[src/rtl/pipe_hazard_ctrl.sv]
// ---------------------------------------------------------------------------
// pipe_hazard_ctrl
//   Central hazard / stall controller for the 5-stage RV32I pipeline.
//   Produces per-segment-register hold (bubble) and kill (flush) controls,
//   tracks data-memory miss stalls with a two-state FSM, watches miss length
//   with a sticky timeout flag and counts fetch-stall cycles.
//
// Ports:
//   clk, rst            clock, synchronous active-high reset
//   rs1_D, rs2_D        source register indices of the ID instruction
//   rs1_used_D,
//   rs2_used_D          ID instruction actually reads rs1 / rs2
//   csr_read_D          ID instruction reads a CSR
//   jal_D               JAL resolved in ID
//   rd_E, load_E        EX destination register, EX instruction is a load
//   csr_write_en_E/_M   EX / MEM instruction writes a CSR
//   br_taken_E, jalr_E  EX redirect (taken branch / JALR)
//   miss_M              data-memory miss, held until served
//   mem_ready_M         miss data valid this cycle
//   bubble[4:0]         hold segment register (bit0=F .. bit4=W)
//   flush[4:0]          load NOP into segment register (same order)
//   miss_timeout        sticky watchdog flag, cleared only by rst
//   stall_cycles        saturating count of cycles with bubble[0]=1
// ---------------------------------------------------------------------------
module pipe_hazard_ctrl #(
  parameter int unsigned MISS_TIMEOUT = 64,
  parameter int unsigned TO_W         = 8,
  parameter int unsigned CNT_W        = 16
) (
  input  logic             clk,
  input  logic             rst,
  input  logic [4:0]       rs1_D,
  input  logic [4:0]       rs2_D,
  input  logic             rs1_used_D,
  input  logic             rs2_used_D,
  input  logic             csr_read_D,
  input  logic             jal_D,
  input  logic [4:0]       rd_E,
  input  logic             load_E,
  input  logic             csr_write_en_E,
  input  logic             br_taken_E,
  input  logic             jalr_E,
  input  logic             csr_write_en_M,
  input  logic             miss_M,
  input  logic             mem_ready_M,
  output logic [4:0]       bubble,
  output logic [4:0]       flush,
  output logic             miss_timeout,
  output logic [CNT_W-1:0] stall_cycles
);

  localparam logic [0:0] ST_RUN  = 1'b0;
  localparam logic [0:0] ST_MISS = 1'b1;

  // Control patterns, bit order {W, M, E, D, F}
  localparam logic [4:0] MISS_BUBBLE  = 5'b01111;
  localparam logic [4:0] MISS_FLUSH   = 5'b10000;
  localparam logic [4:0] REDIR_FLUSH  = 5'b00110;
  localparam logic [4:0] HAZ_BUBBLE   = 5'b00011;
  localparam logic [4:0] HAZ_FLUSH    = 5'b00100;
  localparam logic [4:0] JAL_FLUSH    = 5'b00010;

  localparam logic [TO_W-1:0] TIMEOUT_CMP = TO_W'(MISS_TIMEOUT - 1);

  logic [0:0]       state_q,        state_d;
  logic [TO_W-1:0]  miss_cnt_q,     miss_cnt_d;
  logic             miss_timeout_q, miss_timeout_d;
  logic [CNT_W-1:0] stall_cycles_q, stall_cycles_d;

  // Hazard detection
  logic stall_m;
  logic redirect_e;
  logic rs1_hit;
  logic rs2_hit;
  logic load_use;
  logic csr_hazard;

  always_comb begin
    stall_m    = miss_M & ~mem_ready_M;
    redirect_e = br_taken_E | jalr_E;
    rs1_hit    = rs1_used_D & (rs1_D == rd_E);
    rs2_hit    = rs2_used_D & (rs2_D == rd_E);
    // x0 is hardwired zero, so a load targeting it never creates a dependency
    load_use   = load_E & (rd_E != 5'd0) & (rs1_hit | rs2_hit);
    csr_hazard = csr_read_D & (csr_write_en_E | csr_write_en_M);
  end

  // Segment controls: combinational, zero latency
  always_comb begin
    bubble = '0;
    flush  = '0;
    if (rst) begin
      flush = '1;
    end else begin
      case (state_q)
        ST_RUN: begin
          // A miss freezes EX, so a pending redirect re-presents afterwards;
          // a redirect kills the ID instruction, so ID hazards are moot.
          if (stall_m) begin
            bubble = MISS_BUBBLE;
            flush  = MISS_FLUSH;
          end else if (redirect_e) begin
            flush  = REDIR_FLUSH;
          end else if (load_use || csr_hazard) begin
            bubble = HAZ_BUBBLE;
            flush  = HAZ_FLUSH;
          end else if (jal_D) begin
            flush  = JAL_FLUSH;
          end
        end
        ST_MISS: begin
          if (!mem_ready_M) begin
            bubble = MISS_BUBBLE;
            flush  = MISS_FLUSH;
          end
        end
        default: begin
          bubble = '0;
          flush  = '0;
        end
      endcase
    end
  end

  // Miss FSM: miss with same-cycle ready in RUN is a plain hit
  always_comb begin
    state_d = state_q;
    case (state_q)
      ST_RUN:  if (stall_m)     state_d = ST_MISS;
      ST_MISS: if (mem_ready_M) state_d = ST_RUN;
      default:                  state_d = ST_RUN;
    endcase
  end

  // Miss-duration counter and sticky watchdog
  always_comb begin
    miss_cnt_d     = miss_cnt_q;
    miss_timeout_d = miss_timeout_q;
    if (state_q == ST_RUN) begin
      if (stall_m) begin
        miss_cnt_d = '0;
      end
    end else begin
      if (miss_cnt_q != '1) begin
        miss_cnt_d = miss_cnt_q + TO_W'(1);
      end
      if (miss_cnt_q == TIMEOUT_CMP) begin
        miss_timeout_d = 1'b1;
      end
    end
  end

  // Saturating fetch-stall performance counter
  always_comb begin
    stall_cycles_d = stall_cycles_q;
    if (bubble[0] && (stall_cycles_q != '1)) begin
      stall_cycles_d = stall_cycles_q + CNT_W'(1);
    end
  end

  always_ff @(posedge clk) begin
    if (rst) begin
      state_q        <= ST_RUN;
      miss_cnt_q     <= '0;
      miss_timeout_q <= 1'b0;
      stall_cycles_q <= '0;
    end else begin
      state_q        <= state_d;
      miss_cnt_q     <= miss_cnt_d;
      miss_timeout_q <= miss_timeout_d;
      stall_cycles_q <= stall_cycles_d;
    end
  end

  assign miss_timeout = miss_timeout_q;
  assign stall_cycles = stall_cycles_q;

endmodule

[config.mk]
export PLATFORM = sky130hd
export DESIGN_NAME = pipe_hazard_ctrl
export DESIGN_NICKNAME = d
export VERILOG_FILES = /design/src/rtl/pipe_hazard_ctrl.sv
export SDC_FILE = /design/constraint.sdc
export NUM_CORES = 1
export LEC_CHECK = 0
export ABC_AREA = 1
export BUFFER_PORTS_ARGS = -buffer_cell sky130_fd_sc_hd__buf_4
export CORE_MARGIN = 3
export CORE_UTILIZATION = 30
export DETAILED_ROUTE_END_ITERATION = 10
export GPL_TIMING_DRIVEN = 1
export PLACE_DENSITY_LB_ADDON = 0.12
export SLEW_MARGIN = 10
export SYNTH_ARGS = -nofsm -noshare
export SYNTH_HDL_FRONTEND = slang
export SYNTH_SLANG_ARGS = --single-unit
[constraint.sdc]
create_clock -name clk -period 2.05 [get_ports clk]
set_clock_uncertainty 0.05 [all_clocks]
set_input_delay 0.3075 -clock clk [delete_from_list [all_inputs] [get_ports clk]]
set_output_delay 0.3075 -clock clk [all_outputs]
set_load 0.01 [all_outputs]
# Word level (Yosys, flattened, before mapping)
# Cells that the tools add are included.
[totals]
regBits = 26
out_inout_bits = 27
input_bits = 28
word_cells = 48
[op_classes]
n_eq_ne = 6
muxes = 19
n_reduce_logical = 6
add_sub_neg = 2
bitwise_logic = 11
[ops]
columns = ["cell", "n"]
rows = [
  ["$mux 8", 3],
  ["$mux 5", 4],
  ["$pmux 5 s2", 2],
  ["$add 16x1->16 const B", 1],
  ["$ne 16x16->1 const B", 1],
  ["$eq 5x5->1", 2],
  ["$add 8x1->8 const B", 1],
  ["$eq 8x6->1 const B", 1],
  ["$mux 4", 2],
  ["$ne 8x8->1 const B", 1],
  ["$and 1x1->1", 6],
  ["$mux 2", 3],
  ["$mux 3", 2],
  ["$reduce_bool 5->1", 1],
  ["$reduce_and 2->1", 2],
  ["$or 1x1->1", 3],
  ["$mux 1", 2],
  ["$ne 2x1->1 const B", 1],
  ["$not 1->1", 2],
  ["$pmux 1 s2", 1],
  ["$reduce_bool 2->1", 1],
  ["$logic_and 1x1->1", 1],
  ["$logic_or 1x1->1", 1],
]

# Longest topological paths before layout
[depth]
word_depth = 11
depth_mapped = 15
ltp_nobuf = 14

# Least setup slack after synthesis
# No wires, ideal clock.
[synth_timing]
path_kind = "reg2reg"
start = "register stall_cycles_q[0] (netlist: stall_cycles[0])"
end = "register stall_cycles_q[0] (netlist: stall_cycles[0])"
setup_ns = 0.115
synth_period_minus_slack_ns = 1.828
arrival_time_ns = 1.663
stages_incl_launch_ff = 10
slack_ns = 0.222
required_time_ns = 1.885
path_buffers = 1
cell_sequence = "dfxtp_1 > ha_1 > nand2_2 > nor3_4 > nand2_2 > nor3_4 > nand2_2 > buf_2 > a21oi_1 > nor2_1"
[synth_between]
elab_chain_cells = 2
word_cells_on_any_way = 3
cone_classes = "add/sub: 1; eq/ne: 1; reduce/logical: 1"
[synth_lines]
columns = ["item", "line", "source"]
rows = [
  ["start: declaration", "68", "logic [CNT_W-1:0] stall_cycles_q, stall_cycles_d;"],
  ["start signal: assignment", "171", "stall_cycles_q <= stall_cycles_d;"],
  ["branches (longest 2 deep; another with $add 16x1->16)", "n/a", ""],
]
# Parallel ways; which one is timed is not known.
# A chain may end at the register's enable or synchronous reset.

# Worst setup path in the final report
[layout_timing]
start = "register stall_cycles_q[0] (netlist: stall_cycles[0])"
end = "register stall_cycles_q[13] (netlist: stall_cycles[13])"
# The elaborated chain is that of the path after synthesis.

==> results.cfg <==
[cts]
cts.root.buffer_cell = clkbuf_8
cts_h_tree_lvls = 1
clock_insertion_delay_worst_skew_ps = 280
number_of_buffers_created_by_cts = 3
cts_tree = yes
cts.reportedPaths.clkPinSlew_ps = 100
cts.sinks = 26
hold_buf_cts = 0
clk_path_buf_depth = 2

[global_routing]
grt_overall_usage = 0.138
top_usage_layer = met2
global_route.usage.met2 = 0.245
met3_usage = 0.0318
grt_start_max_net_pins = 16
grt_antenna_before_repair = 0
groute.layer.met1.usage = 0.167
grt_pass1_vias = 1702
overflow = 0
global_route_wire_length_before_repair_um = 7400

[setup_path]
start_kind = register
max_fo_critical_path = 8
worst_path_largest_cell_delay_ps = 380
path_delay_family = simple AND/OR/NAND/NOR gates
critPathRequiredTime_ps = 2190
cp_num_buf_inv = 0
cp_data_arrival_time_ps = 2020
timing.critical_path.cells = ha_2 > nand2_2 > nor3_4 > nand2_2 > nor3_4 > nand2_4 > nand2_2 > nor2_1 > nand2_1 > nand2_1 > nand2_1 > nor2_1
critPathCaptureType = register
crit_path_top_delay_cell = dfxtp_4
worst-setup-path-type = reg -> reg

[yosys]
synthDistinctLibCells = 29
yosys_warnings = 0
synthesis.area_per_instance_um2 = 6.26
mappedNetlistArea_um2 = 1720
synth_nets = 305
part_of_the_yosys_area_used_for_sequential_elements = 0.302
synthCells = 275
yosys_register_bits = 26

[finish]
insertedDiodeCount = 0
mostFrequentLayoutCell = buf_4
layout_common_cells = 70 x buf_4, 69 x nand2_1, 33 x nor2_1
postLayoutCoreUtil = 0.439
drive_above_1_share = 0.280
final_net_count = 367
synthToLayoutAreaGrowth_pct = 36.1
filler_cell_count = 595

[drt]
post_dr_vias_cell = 4.46
drtPass1Iterations = 4
drc_violations_left = 0
final_antenna_net_count = 0
detailroute.via_count = 1812
drt_first_iter_violations = 50
routed_wirelength_um = 4330
routed_wire_length_per_instance_um = 10.7

[timing]
timing.slew.headroom = 0.660
post-route-worst-setup-slack_ps = 170
layout_worst_path_cycle_share = 0.917
tns_ps = 0
final_hold_viol_count = 0
final_period_minus_worst_setup_slack_ps = 1880
hold-worst-slack_ps = 231
slew_viols_final = 0
max_freq_ghz = 0.532
timing.final.setup_violations = 0
measured_slew_at_the_worst_slew_check_pin_ps = 506

[floorplanning]
pin_count = 55
initial_utilization = 0.323
chipWidth_um = 81.8
die_height_um = 81.8
fp.coreArea_um2 = 5340
design.die.area_um2 = 6680
placementRows = 26

[placement]
detailedPlace.worstSlack_ps = 60.0
number_of_input_and_output_port_buffers_inserted = 53
post-dp-hpwl_um = 3400
place.gp.congestion = 0.794

[pwr]
p_total_mw = 1.12
power.density_cell_area_nw_per_um2 = 479
worst_ir_drop_vdd_mv = 0.306
p_leak_nw = 1.13

[hold_path]
min_path_type = in -> reg

[flow_run]
max_cap_violations = 0

[outcome]
run_status = finished, final reports clean
-- metal layers --
layer  wire length [um]  part of all wire  up-vias
li1                   -                 -      986
met1               1910              0.44      780
met2               2140              0.50       41
met3                234             0.054        5
met4                 40            0.0092        0
met5                  0                 0        -
-- power breakdown --
group / switching [mW] / internal (mW) / leakage, nW
registers: 0.00367 / 0.508 / 0.210
logic: 0.0899 / 0.0826 / 0.885
clock network: 0.176 / 0.262 / 0.0357
total: 0.270 / 0.853 / 1.13
-- layout make-up --
cell class / count / area (um2) / share of cell area
clock buffers: 3 / 41.3 / 0.0176
well taps: 70 / 87.6 / 0.0374
multi-input cells: 200 / 1000 / 0.427
clock inverters: 1 / 30.0 / 0.0128
repair buffers: 70 / 526 / 0.224
inverters: 36 / 135 / 0.0577
flip-flops and latches: 26 / 524 / 0.224
-- repair_timing --
| action | CTS | global route |
|---|---|---|
| buffers inserted | 0 | 4 |
| endpoints found under the setup margin | 0 | 15 |
| hold endpoints to repair | 0 | 0 |
| resized for setup | 0 | 7 |
-- registers in the layout, indices dropped and copies added, names as in the netlist --
register      flops
state_q           1
miss_cnt_q        8
miss_timeout      1
stall_cycles     16
-- worst min-delay path, stage by stage --
cell and delay, ps:
buf_4 80, a21oi_1 40, inv_2 50, nor2_1 40
-- worst paths after layout --
check | start | end | slack [ps] | cells after the start
worst max register to register | stall_cycles[0] | stall_cycles[13] | 170 | 12
worst min register to register | miss_cnt_q[4] | miss_cnt_q[4] | 420 | 1
worst min-delay path | mem_ready_M | state_q | 230 | 4
worst max-delay path | stall_cycles[0] | stall_cycles[13] | 170 | 12
-- logic make-up (layout without fill, tap and decap cells) --
group	after synthesis	in the layout	share of synthesized area
xor+xnor	11	11	0.0560
buf+inv	49	110	0.127
compound gates	34	34	0.105
fa+ha+maj	2	2	0.0145
simple gates	152	152	0.393
other cells	1	1	0.00218
flops	26	26	0.302
-- Yosys cell counts (all sizes together) --
master / n / share of area
o21ai: 9 / 0.026
conb: 1 / 0.0022
nor3: 9 / 0.039
nand4: 2 / 0.0073
ha: 2 / 0.015
buf: 11 / 0.044
or2: 1 / 0.0036
nand3: 24 / 0.070
xnor2: 2 / 0.010
o21a: 1 / 0.0044
and3: 1 / 0.0036
clkinv: 1 / 0.0022
clkbuf: 2 / 0.0044
nor2: 33 / 0.072
xor2: 9 / 0.046
a21oi: 24 / 0.074
inv: 35 / 0.076
nor3b: 2 / 0.0087
dfxtp: 26 / 0.30
nand3b: 2 / 0.0087
nor4: 3 / 0.011
nand2: 75 / 0.17
-- metrics by stage --
step                      cells  area, um2
after floorplan             275       1720
after global placement      398       2220
after detailed placement    398       2220
after CTS                   402       2290
after global routing        406       2340
final                       406       2340
Power figures use the tool's default switching activity.
